## config.mk

```make
export PLATFORM = sky130hd
export DESIGN_NAME = alsu_pipe_flat
export DESIGN_NICKNAME = d
export VERILOG_FILES = /design/src/rtl/alsu_pipe_pkg.sv /design/src/rtl/alsu_pipe_if.sv /design/src/rtl/alsu_pipe_compute.sv /design/src/rtl/alsu_pipe.sv /design/src/flat_wrapper.sv
export SDC_FILE = /design/constraint.sdc
export NUM_CORES = 1
export LEC_CHECK = 0
export CAP_MARGIN = 15
export CORE_AREA = 4 4 66 83
export CTS_CLUSTER_SIZE = 10
export DETAILED_ROUTE_END_ITERATION = 16
export DIE_AREA = 0 0 70 87
export PLACE_DENSITY = 0.74
export SLEW_MARGIN = 25
export SYNTH_ARGS = -nofsm -noshare
export SYNTH_HDL_FRONTEND = slang
export SYNTH_SLANG_ARGS = --single-unit
```

## constraint.sdc

```tcl
create_clock -name clk -period 5.5 [get_ports clk]
set_input_delay 1.1 -clock clk [delete_from_list [all_inputs] [get_ports clk]]
set_output_delay 1.1 -clock clk [all_outputs]
set_load 0.005 [all_outputs]
```

## src/rtl/alsu_pipe_pkg.sv

```systemverilog
// Shared types and helpers for the pipelined ALSU: opcode encoding,
// operand-priority names and the invalid-transaction rule.
package alsu_pkg;

    typedef enum logic [2:0] {
        OP_OR        = 3'd0,
        OP_XOR       = 3'd1,
        OP_ADD       = 3'd2,
        OP_MUL       = 3'd3,
        OP_SHIFT     = 3'd4,
        OP_ROTATE    = 3'd5,
        OP_INVALID_6 = 3'd6,
        OP_INVALID_7 = 3'd7
    } opcode_e;

    localparam string PRIO_A = "A";
    localparam string PRIO_B = "B";

    // Reduction flags are only meaningful for OR/XOR.
    function automatic logic is_invalid(input opcode_e op, input logic red_a, input logic red_b);
        logic bad_op;
        logic bad_red;
        bad_op  = (op == OP_INVALID_6) || (op == OP_INVALID_7);
        bad_red = (red_a || red_b) && !((op == OP_OR) || (op == OP_XOR));
        return bad_op || bad_red;
    endfunction

endpackage

```

## src/rtl/alsu_pipe_if.sv

```systemverilog
// Handshake and data bundle between the ALSU driver and the alsu_pipe block.
interface alsu_pipe_if #(
    parameter int WIDTH = 3,
    parameter int OUT_W = 2 * WIDTH,
    parameter int LED_W = 16
);
    logic             in_valid;
    logic             in_ready;
    logic [WIDTH-1:0] A;
    logic [WIDTH-1:0] B;
    logic             cin;
    logic             serial_in;
    logic             red_op_A;
    logic             red_op_B;
    logic [2:0]       opcode;
    logic             bypass_A;
    logic             bypass_B;
    logic             direction;
    logic             out_valid;
    logic             out_ready;
    logic [OUT_W-1:0] out;
    logic [LED_W-1:0] leds;

    modport master (
        output in_valid, A, B, cin, serial_in, red_op_A, red_op_B, opcode,
               bypass_A, bypass_B, direction, out_ready,
        input  in_ready, out_valid, out, leds
    );

    modport slave (
        input  in_valid, A, B, cin, serial_in, red_op_A, red_op_B, opcode,
               bypass_A, bypass_B, direction, out_ready,
        output in_ready, out_valid, out, leds
    );
endinterface

```

## src/rtl/alsu_pipe_compute.sv

```systemverilog
// Combinational stage-2 datapath of alsu_pipe: produces the next result from
// the registered stage-1 fields and the current output register.
module alsu_compute
    import alsu_pkg::*;
#(
    parameter int    WIDTH          = 3,
    parameter int    OUT_W          = 2 * WIDTH,
    parameter string INPUT_PRIORITY = "A",
    parameter string FULL_ADDER     = "ON"
) (
    input  logic [WIDTH-1:0] a,
    input  logic [WIDTH-1:0] b,
    input  logic             cin,
    input  logic             serial_in,
    input  logic             red_a,
    input  logic             red_b,
    input  opcode_e          opcode,
    input  logic             bypass_a,
    input  logic             bypass_b,
    input  logic             direction,
    input  logic [OUT_W-1:0] cur_out,
    output logic [OUT_W-1:0] next_out,
    output logic             invalid
);
    localparam logic PRIO_IS_A = (INPUT_PRIORITY == PRIO_A);
    localparam logic ADD_CIN   = (FULL_ADDER == "ON");

    logic pick_a;
    logic red_pick_a;
    logic red_bit;

    always_comb begin
        invalid    = is_invalid(opcode, red_a, red_b);
        pick_a     = bypass_a && (!bypass_b || PRIO_IS_A);
        red_pick_a = red_a && (!red_b || PRIO_IS_A);
        red_bit    = 1'b0;
        next_out   = '0;

        if (invalid) begin
            next_out = '0;
        end else if (bypass_a || bypass_b) begin
            next_out = pick_a ? OUT_W'(a) : OUT_W'(b);
        end else begin
            case (opcode)
                OP_OR: begin
                    red_bit  = red_pick_a ? (|a) : (|b);
                    next_out = (red_a || red_b) ? OUT_W'(red_bit) : OUT_W'(a | b);
                end
                OP_XOR: begin
                    red_bit  = red_pick_a ? (^a) : (^b);
                    next_out = (red_a || red_b) ? OUT_W'(red_bit) : OUT_W'(a ^ b);
                end
                // OUT_W > WIDTH, so the carry naturally lands in bit WIDTH.
                OP_ADD:  next_out = OUT_W'(a) + OUT_W'(b) + OUT_W'(cin & ADD_CIN);
                OP_MUL:  next_out = OUT_W'(a) * OUT_W'(b);
                OP_SHIFT: next_out = direction ? {cur_out[OUT_W-2:0], serial_in}
                                               : {serial_in, cur_out[OUT_W-1:1]};
                OP_ROTATE: next_out = direction ? {cur_out[OUT_W-2:0], cur_out[OUT_W-1]}
                                                : {cur_out[0], cur_out[OUT_W-1:1]};
                default: next_out = '0;
            endcase
        end
    end

endmodule

```

## src/rtl/alsu_pipe.sv

```systemverilog
// Two-stage valid/ready ALSU. Optional saturating invalid-transaction counter
// on port err_cnt when ALSU_ERR_CNT_EN is defined.
module alsu_pipe
    import alsu_pkg::*;
#(
    parameter int    WIDTH          = 3,
    parameter int    OUT_W          = 2 * WIDTH,
    parameter int    LED_W          = 16,
    parameter string INPUT_PRIORITY = "A",
    parameter string FULL_ADDER     = "ON"
) (
    input  logic       clk,
    input  logic       rst_n,
    alsu_pipe_if.slave bus
`ifdef ALSU_ERR_CNT_EN
    ,
    output logic [7:0] err_cnt
`endif
);
    if (OUT_W < WIDTH + 1) begin : g_bad_out_w
        $error("alsu_pipe: OUT_W must be at least WIDTH+1");
    end

    typedef struct packed {
        logic [WIDTH-1:0] a;
        logic [WIDTH-1:0] b;
        logic             cin;
        logic             serial_in;
        logic             red_a;
        logic             red_b;
        opcode_e          opcode;
        logic             bypass_a;
        logic             bypass_b;
        logic             direction;
    } s1_t;

    s1_t              s1_d, s1_q, s1_in;
    logic             s1_valid_d, s1_valid_q;
    logic [OUT_W-1:0] out_d, out_q;
    logic [LED_W-1:0] leds_d, leds_q;
    logic             out_valid_d, out_valid_q;
    logic [OUT_W-1:0] next_out;
    logic             invalid;
    logic             s2_free;
    logic             accept;
    logic             advance;

    assign s2_free      = !out_valid_q || bus.out_ready;
    assign bus.in_ready = !s1_valid_q || s2_free;
    assign accept       = bus.in_valid && bus.in_ready;
    assign advance      = s1_valid_q && s2_free;

    assign bus.out       = out_q;
    assign bus.leds      = leds_q;
    assign bus.out_valid = out_valid_q;

    always_comb begin
        s1_in.a         = bus.A;
        s1_in.b         = bus.B;
        s1_in.cin       = bus.cin;
        s1_in.serial_in = bus.serial_in;
        s1_in.red_a     = bus.red_op_A;
        s1_in.red_b     = bus.red_op_B;
        s1_in.opcode    = opcode_e'(bus.opcode);
        s1_in.bypass_a  = bus.bypass_A;
        s1_in.bypass_b  = bus.bypass_B;
        s1_in.direction = bus.direction;
    end

    alsu_compute #(
        .WIDTH          (WIDTH),
        .OUT_W          (OUT_W),
        .INPUT_PRIORITY (INPUT_PRIORITY),
        .FULL_ADDER     (FULL_ADDER)
    ) u_compute (
        .a         (s1_q.a),
        .b         (s1_q.b),
        .cin       (s1_q.cin),
        .serial_in (s1_q.serial_in),
        .red_a     (s1_q.red_a),
        .red_b     (s1_q.red_b),
        .opcode    (s1_q.opcode),
        .bypass_a  (s1_q.bypass_a),
        .bypass_b  (s1_q.bypass_b),
        .direction (s1_q.direction),
        .cur_out   (out_q),
        .next_out  (next_out),
        .invalid   (invalid)
    );

    always_comb begin
        s1_d        = s1_q;
        s1_valid_d  = s1_valid_q;
        out_d       = out_q;
        leds_d      = leds_q;
        out_valid_d = out_valid_q;

        if (advance) s1_valid_d = 1'b0;
        if (accept) begin
            s1_valid_d = 1'b1;
            s1_d       = s1_in;
        end

        // Stage 2 only moves when the consumer side is free; otherwise hold.
        if (s2_free) begin
            out_valid_d = s1_valid_q;
            if (s1_valid_q) begin
                out_d  = next_out;
                leds_d = invalid ? ~leds_q : '0;
            end
        end
    end

    always_ff @(posedge clk or negedge rst_n) begin
        if (!rst_n) begin
            s1_q        <= '0;
            s1_valid_q  <= 1'b0;
            out_q       <= '0;
            leds_q      <= '0;
            out_valid_q <= 1'b0;
        end else begin
            s1_q        <= s1_d;
            s1_valid_q  <= s1_valid_d;
            out_q       <= out_d;
            leds_q      <= leds_d;
            out_valid_q <= out_valid_d;
        end
    end

`ifdef ALSU_ERR_CNT_EN
    logic [7:0] err_cnt_d, err_cnt_q;

    always_comb begin
        err_cnt_d = err_cnt_q;
        if (advance && invalid && (err_cnt_q != 8'hFF)) err_cnt_d = err_cnt_q + 8'd1;
    end

    always_ff @(posedge clk or negedge rst_n) begin
        if (!rst_n) err_cnt_q <= '0;
        else        err_cnt_q <= err_cnt_d;
    end

    assign err_cnt = err_cnt_q;
`endif

endmodule

```

## src/flat_wrapper.sv

```systemverilog
// flat-port wrapper written by rule: the top's interface ports become plain ports
module alsu_pipe_flat import alsu_pkg::*;
#(
    parameter int    WIDTH          = 3,
    parameter int    OUT_W          = 2 * WIDTH,
    parameter int    LED_W          = 16,
    parameter string INPUT_PRIORITY = " ",
    parameter string FULL_ADDER     = "  "
)
  (clk, rst_n, bus_in_valid, bus_A, bus_B, bus_cin, bus_serial_in, bus_red_op_A, bus_red_op_B, bus_opcode, bus_bypass_A, bus_bypass_B, bus_direction, bus_out_ready, bus_in_ready, bus_out_valid, bus_out, bus_leds);
  alsu_pipe_if #(.WIDTH(WIDTH), .OUT_W(OUT_W), .LED_W(LED_W)) bus_i ();
  input  logic clk;
  input  logic rst_n;
  input wire logic [$bits(bus_i.in_valid)-1:0] bus_in_valid;
  input wire logic [$bits(bus_i.A)-1:0] bus_A;
  input wire logic [$bits(bus_i.B)-1:0] bus_B;
  input wire logic [$bits(bus_i.cin)-1:0] bus_cin;
  input wire logic [$bits(bus_i.serial_in)-1:0] bus_serial_in;
  input wire logic [$bits(bus_i.red_op_A)-1:0] bus_red_op_A;
  input wire logic [$bits(bus_i.red_op_B)-1:0] bus_red_op_B;
  input wire logic [$bits(bus_i.opcode)-1:0] bus_opcode;
  input wire logic [$bits(bus_i.bypass_A)-1:0] bus_bypass_A;
  input wire logic [$bits(bus_i.bypass_B)-1:0] bus_bypass_B;
  input wire logic [$bits(bus_i.direction)-1:0] bus_direction;
  input wire logic [$bits(bus_i.out_ready)-1:0] bus_out_ready;
  output wire logic [$bits(bus_i.in_ready)-1:0] bus_in_ready;
  output wire logic [$bits(bus_i.out_valid)-1:0] bus_out_valid;
  output wire logic [$bits(bus_i.out)-1:0] bus_out;
  output wire logic [$bits(bus_i.leds)-1:0] bus_leds;
  assign bus_i.in_valid = bus_in_valid;
  assign bus_i.A = bus_A;
  assign bus_i.B = bus_B;
  assign bus_i.cin = bus_cin;
  assign bus_i.serial_in = bus_serial_in;
  assign bus_i.red_op_A = bus_red_op_A;
  assign bus_i.red_op_B = bus_red_op_B;
  assign bus_i.opcode = bus_opcode;
  assign bus_i.bypass_A = bus_bypass_A;
  assign bus_i.bypass_B = bus_bypass_B;
  assign bus_i.direction = bus_direction;
  assign bus_i.out_ready = bus_out_ready;
  assign bus_in_ready = bus_i.in_ready;
  assign bus_out_valid = bus_i.out_valid;
  assign bus_out = bus_i.out;
  assign bus_leds = bus_i.leds;
  alsu_pipe #(.WIDTH(WIDTH), .OUT_W(OUT_W), .LED_W(LED_W), .INPUT_PRIORITY(INPUT_PRIORITY), .FULL_ADDER(FULL_ADDER)) u_core (.clk(clk), .rst_n(rst_n), .bus(bus_i));
endmodule
```

Word-level counts from Yosys, hierarchy flattened
Index checks and enable logic that the tools add are counted.
{ "totals": {"ff_bits": 39, "in_bits": 20, "out_inout_bits": 24} }
{ "op_classes": {"n_eq_ne": 7, "reduce_logical": 24, "n_addsub": 1, "n_mux": 13, "multipliers": 1, "bitwise_logic": 3} }
{ "op_table": {"columns": ["operator", "n"], "rows": [
  ["$pmux 6 s6", 1],
  ["$mux 6", 4],
  ["$mux 16", 1],
  ["$not 16->16", 1],
  ["$eq 3x3->1 const B", 4],
  ["$mux 3", 3],
  ["$logic_or 1x1->1", 7],
  ["$eq 3x2->1 const B", 2],
  ["$mul 3x3->6", 1],
  ["$reduce_or 3->1", 2],
  ["$reduce_xor 3->1", 2],
  ["$logic_and 1x1->1", 5],
  ["$logic_not 1->1", 5],
  ["$add 3x3->4", 1],
  ["$mux 1", 4],
  ["$eq 3x1->1 const B", 1],
  ["$logic_not 3->1", 1],
  ["$or 3x3->3", 1],
  ["$xor 3x3->3", 1],
  ["$reduce_and 2->1", 1],
  ["$reduce_bool 2->1", 1]
]} }

Logic depth before layout (Yosys ltp)
Gate-level depths: netlist of run 1.
{ "depth": {"depth_word": 7, "depth_mapped": 9, "depth_no_buf": 9} }

By module
Synthesis of run 1 repeated with hierarchy kept, for this count alone.
{ "hier_totals": {"cells_unflattened": 199, "hier_area_um2": 2444.8} }
{ "by_module_without_submodules": {"columns": ["module", "instances", "seq_area_each_um2", "cells_per_inst", "area_each_um2"], "rows": [
  ["alsu_pipe", 1, 1001.0, 89, 1659.1],
  ["alsu_compute", 1, 0.0, 110, 785.8]
]} }

Least setup slack after synthesis of run 1
No wires, ideal clock.
{ "synth_timing": {"kind": "input -> output", "start": "input port bus_out_ready", "end": "output port bus_in_ready", "t_arrival_ps": 1279, "path_stages": 1, "path_buffers": 0, "slack_ps": 3121, "path_cell_list": "nand3b_1"} }
{ "synth_via": {"elab_chain_cells": 2} }
{ "synth_rtl": {"columns": ["element", "line", "source"], "rows": [
  ["from (decl)", "flat_wrapper.sv:25", "input wire logic [$bits(bus_i.out_ready)-1:0] bus_out_ready;"],
  ["$logic_or 1x1->1", "alsu_pipe.sv:48", "assign s2_free = !out_valid_q || bus.out_ready;"],
  ["$logic_or 1x1->1", "alsu_pipe.sv:49", "assign bus.in_ready = !s1_valid_q || s2_free;"],
  ["to (decl)", "flat_wrapper.sv:26", "output wire logic [$bits(bus_i.in_ready)-1:0] bus_in_ready;"]
]} }
Every way passes these cells.

Worst setup path in the final report of run 1
Ends and elaborated chain as after synthesis.

==> results of run 1 <==
## Yosys cell counts, types with 2 or more instances
master | count | share of area (%)
nand2_1 | 26 | 4.4
fa_1 | 2 | 1.8
nor2b_1 | 3 | 0.85
a311oi_1 | 3 | 1.2
nor3_1 | 2 | 0.45
a211oi_1 | 2 | 0.68
nand2b_1 | 5 | 1.4
a21oi_1 | 4 | 0.90
nor2_1 | 12 | 2.0
a21o_1 | 4 | 1.4
clkbuf_1 | 4 | 0.68
mux2_1 | 17 | 8.6
xnor2_1 | 4 | 1.6
o32ai_1 | 2 | 0.79
ha_1 | 15 | 8.5
buf_2 | 4 | 0.90
or2_1 | 3 | 0.85
dfrtp_1 | 39 | 44
o21ai_1 | 17 | 3.8
a22o_1 | 3 | 1.2
inv_1 | 6 | 1.0
mux2i_1 | 7 | 3.2
o2111ai_1 | 2 | 0.79
o21ai_0 | 3 | 0.68
## metal layers
layer / routed length, µm / GRT usage [%] / up-vias
met2: 2370 / 28.4 / 38
li1: - / - / 825
met1: 1930 / 19.4 / 841
met3: 237 / 5.20 / 7
met5: 0 / 0 / -
met4: 57 / 5.57 / 0
## through the flow
stage          hold WS (ps)  cell area (µm²)  worst slack [ps]  std cells
2_1_floorplan           468             2210              3120        211
3_3_place_gp            464             2650              2150        302
3_5_place_dp            465             2650              2160        302
4_1_cts                 478             2750              2150        310
5_1_grt                 499             2750              2120        310
6_report                471             2750              2160        310
## kinds of logic after synthesis
logic type               Yosys count  synth area share, %
adder cells (fa/ha/maj)           18                 10.8
AND/OR/NAND/NOR                   59                 13.0
buffers and inverters             17                 3.62
multiplexers                      24                 11.8
XOR/XNOR                           4                 1.58
AO/OA/AOI/OAI                     50                 15.1
flip-flops                        39                 44.1
## worst reg2reg max path, cell delays in order, from the launching register on
cell	delay, ps
dfrtp_1	460
ha_1	270
xnor2_1	170
ha_1	250
ha_1	220
fa_1	490
nor2b_1	50
o32ai_1	290
a22o_1	180
## flip-flops by register name, indices dropped and copies added, names as in the netlist
signal	count
u_core.bus.out	6
u_core.bus.leds	16
u_core.s1_valid_q	1
u_core.bus.out_valid	1
u_core.s1_q	15
## layout make-up
class	instances	area (µm²)
Inverter	6	22.5
Fill cell	413	1950
Tap cell	60	75.1
Timing Repair Buffer	42	415
Sequential cell	39	976
Clock buffer	8	100
Multi-Input combinational cell	155	1160
## path summary, 6_finish.rpt
kind | from | end | cells after the start
setup / recovery | bus_out_ready | bus_in_ready | 3
hold / removal | u_core.bus.leds[15] | u_core.bus.leds[15] | 1
setup reg to reg | u_core.s1_q[11] | u_core.bus.out[3] | 8
hold reg to reg | u_core.bus.leds[15] | u_core.bus.leds[15] | 1
max in group asynchronous | rst_n | u_core.bus.out[5] | 1
min in group asynchronous | rst_n | u_core.bus.leds[7] | 1
## power breakdown
group / switching [mW] / internal (mW) / leakage (nW) / total, mW
combinational: 0.132 / 0.183 / 0.682 / 0.315
clock: 0.0935 / 0.114 / 0.0515 / 0.208
sequential: 0.0766 / 0.349 / 0.479 / 0.426
==> flow_metrics.tcl, run 1 <==
set metrics [dict create \
    dp_hpwl_um 3400 \
    fin_crit_sh_pct 60.7 \
    clock_latency_ps 280 \
    final_cell_mix "41 x clkdlybuf4s50_1, 39 x dfrtp_1, 26 x nand2_1" \
    cts-buffers-inserted 5 \
    yosys_warnings 0 \
    path_class "input port to output port" \
    first_pass_iters 4 \
    cts.sinks 39 \
    path_delay_family "buffers and inverters" \
    io_pins 44 \
    cp.required_ps 4400 \
    drcViolationCount 0 \
    cts_max_path_buffers 2 \
    yosysSeqAreaShare_pct 44.1 \
    cts_tree "done" \
    cpMostUsedCell "clkdlybuf4s50_1" \
    ys_ff_latch 39 \
    antenna_found_initial 0 \
    async_flop_share_pct 100 \
    period_minus_slack_ps 3340 \
    fin_tns_setup_ps 0 \
    status "finished, final reports clean" \
    slew_headroom_pct 43.8 \
    power_uw 949 \
    grt_pass1_wl_um 8050 \
    reg2reg_slack_ps 3050 \
    layout-drive-gt1-share_pct 4.80 \
    grt_pass1_vias 1748 \
    synth.avg_cell_area_um2 10.5 \
    cts-root-buf "clkbuf_8" \
    post-cts-setup-buffer-count 0 \
    netlist_instances 211 \
    hold_class "flip-flop to flip-flop" \
    ant_nets 0 \
    max_cap_viol_count 0 \
    final_util_pct 58.5 \
    vdd_drop_max_uv 235 \
    crit_chain "clkdlybuf4s50_1 -> nand3b_1 -> clkdlybuf4s50_1" \
    die_y_um 87 \
    grt_max_degree 40 \
    finClkSkew_ps 3.26 \
    grt-ovfl-total 0 \
    max_freq_ghz 0.299 \
    clk_pin_slew_ps 70 \
    synth_fp_nets 248 \
    synthFlopType "dfrtp_1" \
    fp.dieW_um 70 \
    netlist_area_mm2 0.00221 \
    syn_to_final_growth_pct 24.1 \
    slowest_stage "clkdlybuf4s50_1" \
    critPathMaxStageDelay_ps 520 \
    crit_fanout 3 \
    wl_per_cell_um 14.8 \
    cts_max_level 2 \
    core_mm2 0.00469 \
    cp.buffers_inverters 2 \
    initial_core_util_pct 47.2 \
    io_buffers 42 \
    cts_resized 0 \
    rsz0062_at_grt "no" \
    dr_total_vias 1711 \
    rows 28 \
    finalHoldViolCount 0 \
    routed_wl_um 4590 \
    detail_route.iter0.violations 89 \
    viasPerCell 5.52 \
    grt_usage_pct 16.5 \
    ys_types 46 \
    endpoint_kind "output port" \
    hold_buffers 0 \
    place_congestion 0.915 \
    power.density_mw_per_mm2 345 \
    nets 286 \
    final_common_cell "clkdlybuf4s50_1" \
    leakagePower_nw 1.21 \
    worstPathArrival_ps 2240 \
    tightest_slew_ps 840 \
    start_kind "input port" \
    n_antenna_cell 0 \
    drv_slew 0 \
    synth-edff-count 0 \
    setup_viol 0 \
    dieArea_mm2 0.00609 \
]
Note: power is estimated with default switching activity, not from simulation.
==> run 2: changes to the inputs <==
Clock period 5.5 ns to 3.2 ns, I/O delays scaled along.
==> run 2 against run 1 <==
  * Via count decreased by 0.12%
  * Clock skew increased by 4.0 ps
  * Clock-buffer cell count decreased by 3
  * Largest cell class unchanged
  * Worst hold slack got worse by 23 ps
  * Power increased by 70%
  * Sequential power increased by 72%
  * Routed wire length about the same
  * Non-clock buffer count increased by 1
==> flow_metrics.tcl, run 2 (synthesis gave the netlist of run 1 again) <==
set metrics [dict create \
    cts-buffers-inserted 5 \
    vdd_drop_max_uv 388 \
    seq_power_share_pct 45.4 \
    max_cap_viol_count 0 \
    period_minus_slack_ps 2420 \
    grt_usage_pct 16.4 \
    fp.dieW_um 70 \
    finClkSkew_ps 7.27 \
    cts_resized 0 \
    clock_latency_ps 300 \
    detail_route.iter0.violations 87 \
    viasPerCell 5.50 \
    stdcell_area_mm2 0.00275 \
    routed_wl_um 4590 \
    dp_hpwl_um 3460 \
    antenna_found_initial 0 \
    drcViolationCount 0 \
    p_clk_share_pct 20.9 \
    switching_share_pct 33.5 \
    place_congestion 0.912 \
    final_common_cell "clkdlybuf4s50_1" \
    endpoint_kind "output port" \
    combPwrFrac_pct 33.7 \
    grt_max_degree 40 \
    final_cell_mix "41 x clkdlybuf4s50_1, 39 x dfrtp_1, 26 x nand2_1" \
    fillers 417 \
    leakagePower_nw 1.21 \
    initial_core_util_pct 47.2 \
    cp.required_ps 2560 \
    post-cts-setup-buffer-count 0 \
    wl_per_cell_um 14.8 \
    cts_max_path_buffers 2 \
    grt_pass1_wl_um 7960 \
    status "finished, final reports clean" \
    nets 287 \
    power_mw 1.61 \
    die_y_um 87 \
    power.density_mw_per_mm2 586 \
    cts-root-buf "clkbuf_8" \
    cts_max_level 2 \
    rows 28 \
    placedCellCount 303 \
    max_freq_ghz 0.413 \
    crit_fanout 3 \
    layout-drive-gt1-share_pct 5.58 \
    io_buffers 42 \
    io_pins 44 \
    setup_slack_ps 779 \
    cts_tree "done" \
    seq_area_um2 976 \
    internal_power_mw 1.07 \
    grt_pass1_vias 1705 \
    start_kind "input port" \
    n_antenna_cell 0 \
    syn_to_final_growth_pct 24.1 \
    dr_total_vias 1709 \
    hold_buffers 0 \
    clk_pin_slew_ps 80 \
    place_area_mm2 0.00266 \
    hold_class "input port to async pin" \
    ant_nets 0 \
    slew_headroom_pct 43.7 \
    grt-ovfl-total 0 \
    p_sw_uw 539 \
    dieArea_mm2 0.00609 \
    path_class "input port to output port" \
    cts.sinks 39 \
    setup_viol 0 \
    core_mm2 0.00469 \
    rsz0062_at_grt "no" \
    dp_slack_ps 785 \
    worstPathArrival_ps 1780 \
    fin_cells 311 \
    drv_slew 0 \
    first_pass_iters 4 \
    multi_input_area_mm2 0.00116 \
    fin_tns_setup_ps 0 \
    finalHoldViolCount 0 \
    fin_crit_sh_pct 75.7 \
    tightest_slew_ps 844 \
    largest_reg_flops 16 \
]
-- run 2: final timing paths --
path                                startpoint                  end  slack [ps]  depth (start not counted)
min                                      rst_n   u_core.bus.leds[7]         450                          1
max reg2reg                    u_core.s1_q[11]    u_core.bus.out[3]         820                          8
min reg2reg                u_core.bus.leds[15]  u_core.bus.leds[15]         480                          1
min in group clk           u_core.bus.leds[15]  u_core.bus.leds[15]         480                          1
max                              bus_out_ready         bus_in_ready         780                          3
max in group asynchronous                rst_n       u_core.s1_q[0]        2220                          1
-- run 2: power by group through the flow --
stage	registers [mW]	logic [mW]	clock network, mW
2_1_floorplan	0.697	0.320	0
3_3_place_gp	0.736	0.539	0
3_5_place_dp	0.736	0.551	0
4_1_cts	0.731	0.552	0.353
5_1_grt	0.755	0.616	0.372
6_report	0.732	0.542	0.337
-- run 2: final cells by class --
| cell class | instances | share of cell area, % |
|---|---|---|
| sequential | 39 | 35.5 |
| clock buffer | 5 | 2.50 |
| inverter | 6 | 0.819 |
| timing repair buffer | 43 | 15.4 |
| multi-input combinational | 155 | 42.1 |
| clock inverter | 3 | 0.910 |
| tap | 60 | 2.73 |
-- run 2: worst max-delay path, stage by stage --
cell and delay, ps:
clkdlybuf4s50_1 470, nand3b_1 160, clkdlybuf4s50_1 520
-- run 2: metrics by stage --
| step | hold WS [ps] | util, % |
|---|---|---|
| 6_report | 448 | 58.6 |
| 5_1_grt | 508 | 58.6 |
| 4_1_cts | 472 | 58.6 |
| 3_5_place_dp | 465 | 56.6 |
| 3_3_place_gp | 464 | 56.6 |
| 2_1_floorplan | 344 | - |
-- run 2: routing by layer --
layer / vias up / global-route usage [%] / share of wire [%]
met1: 834 / 19.3 / 43
met2: 38 / 28.4 / 51
met3: 9 / 4.04 / 4.2
li1: 828 / - / -
met5: - / 0 / 0
met4: 0 / 7.32 / 1.8
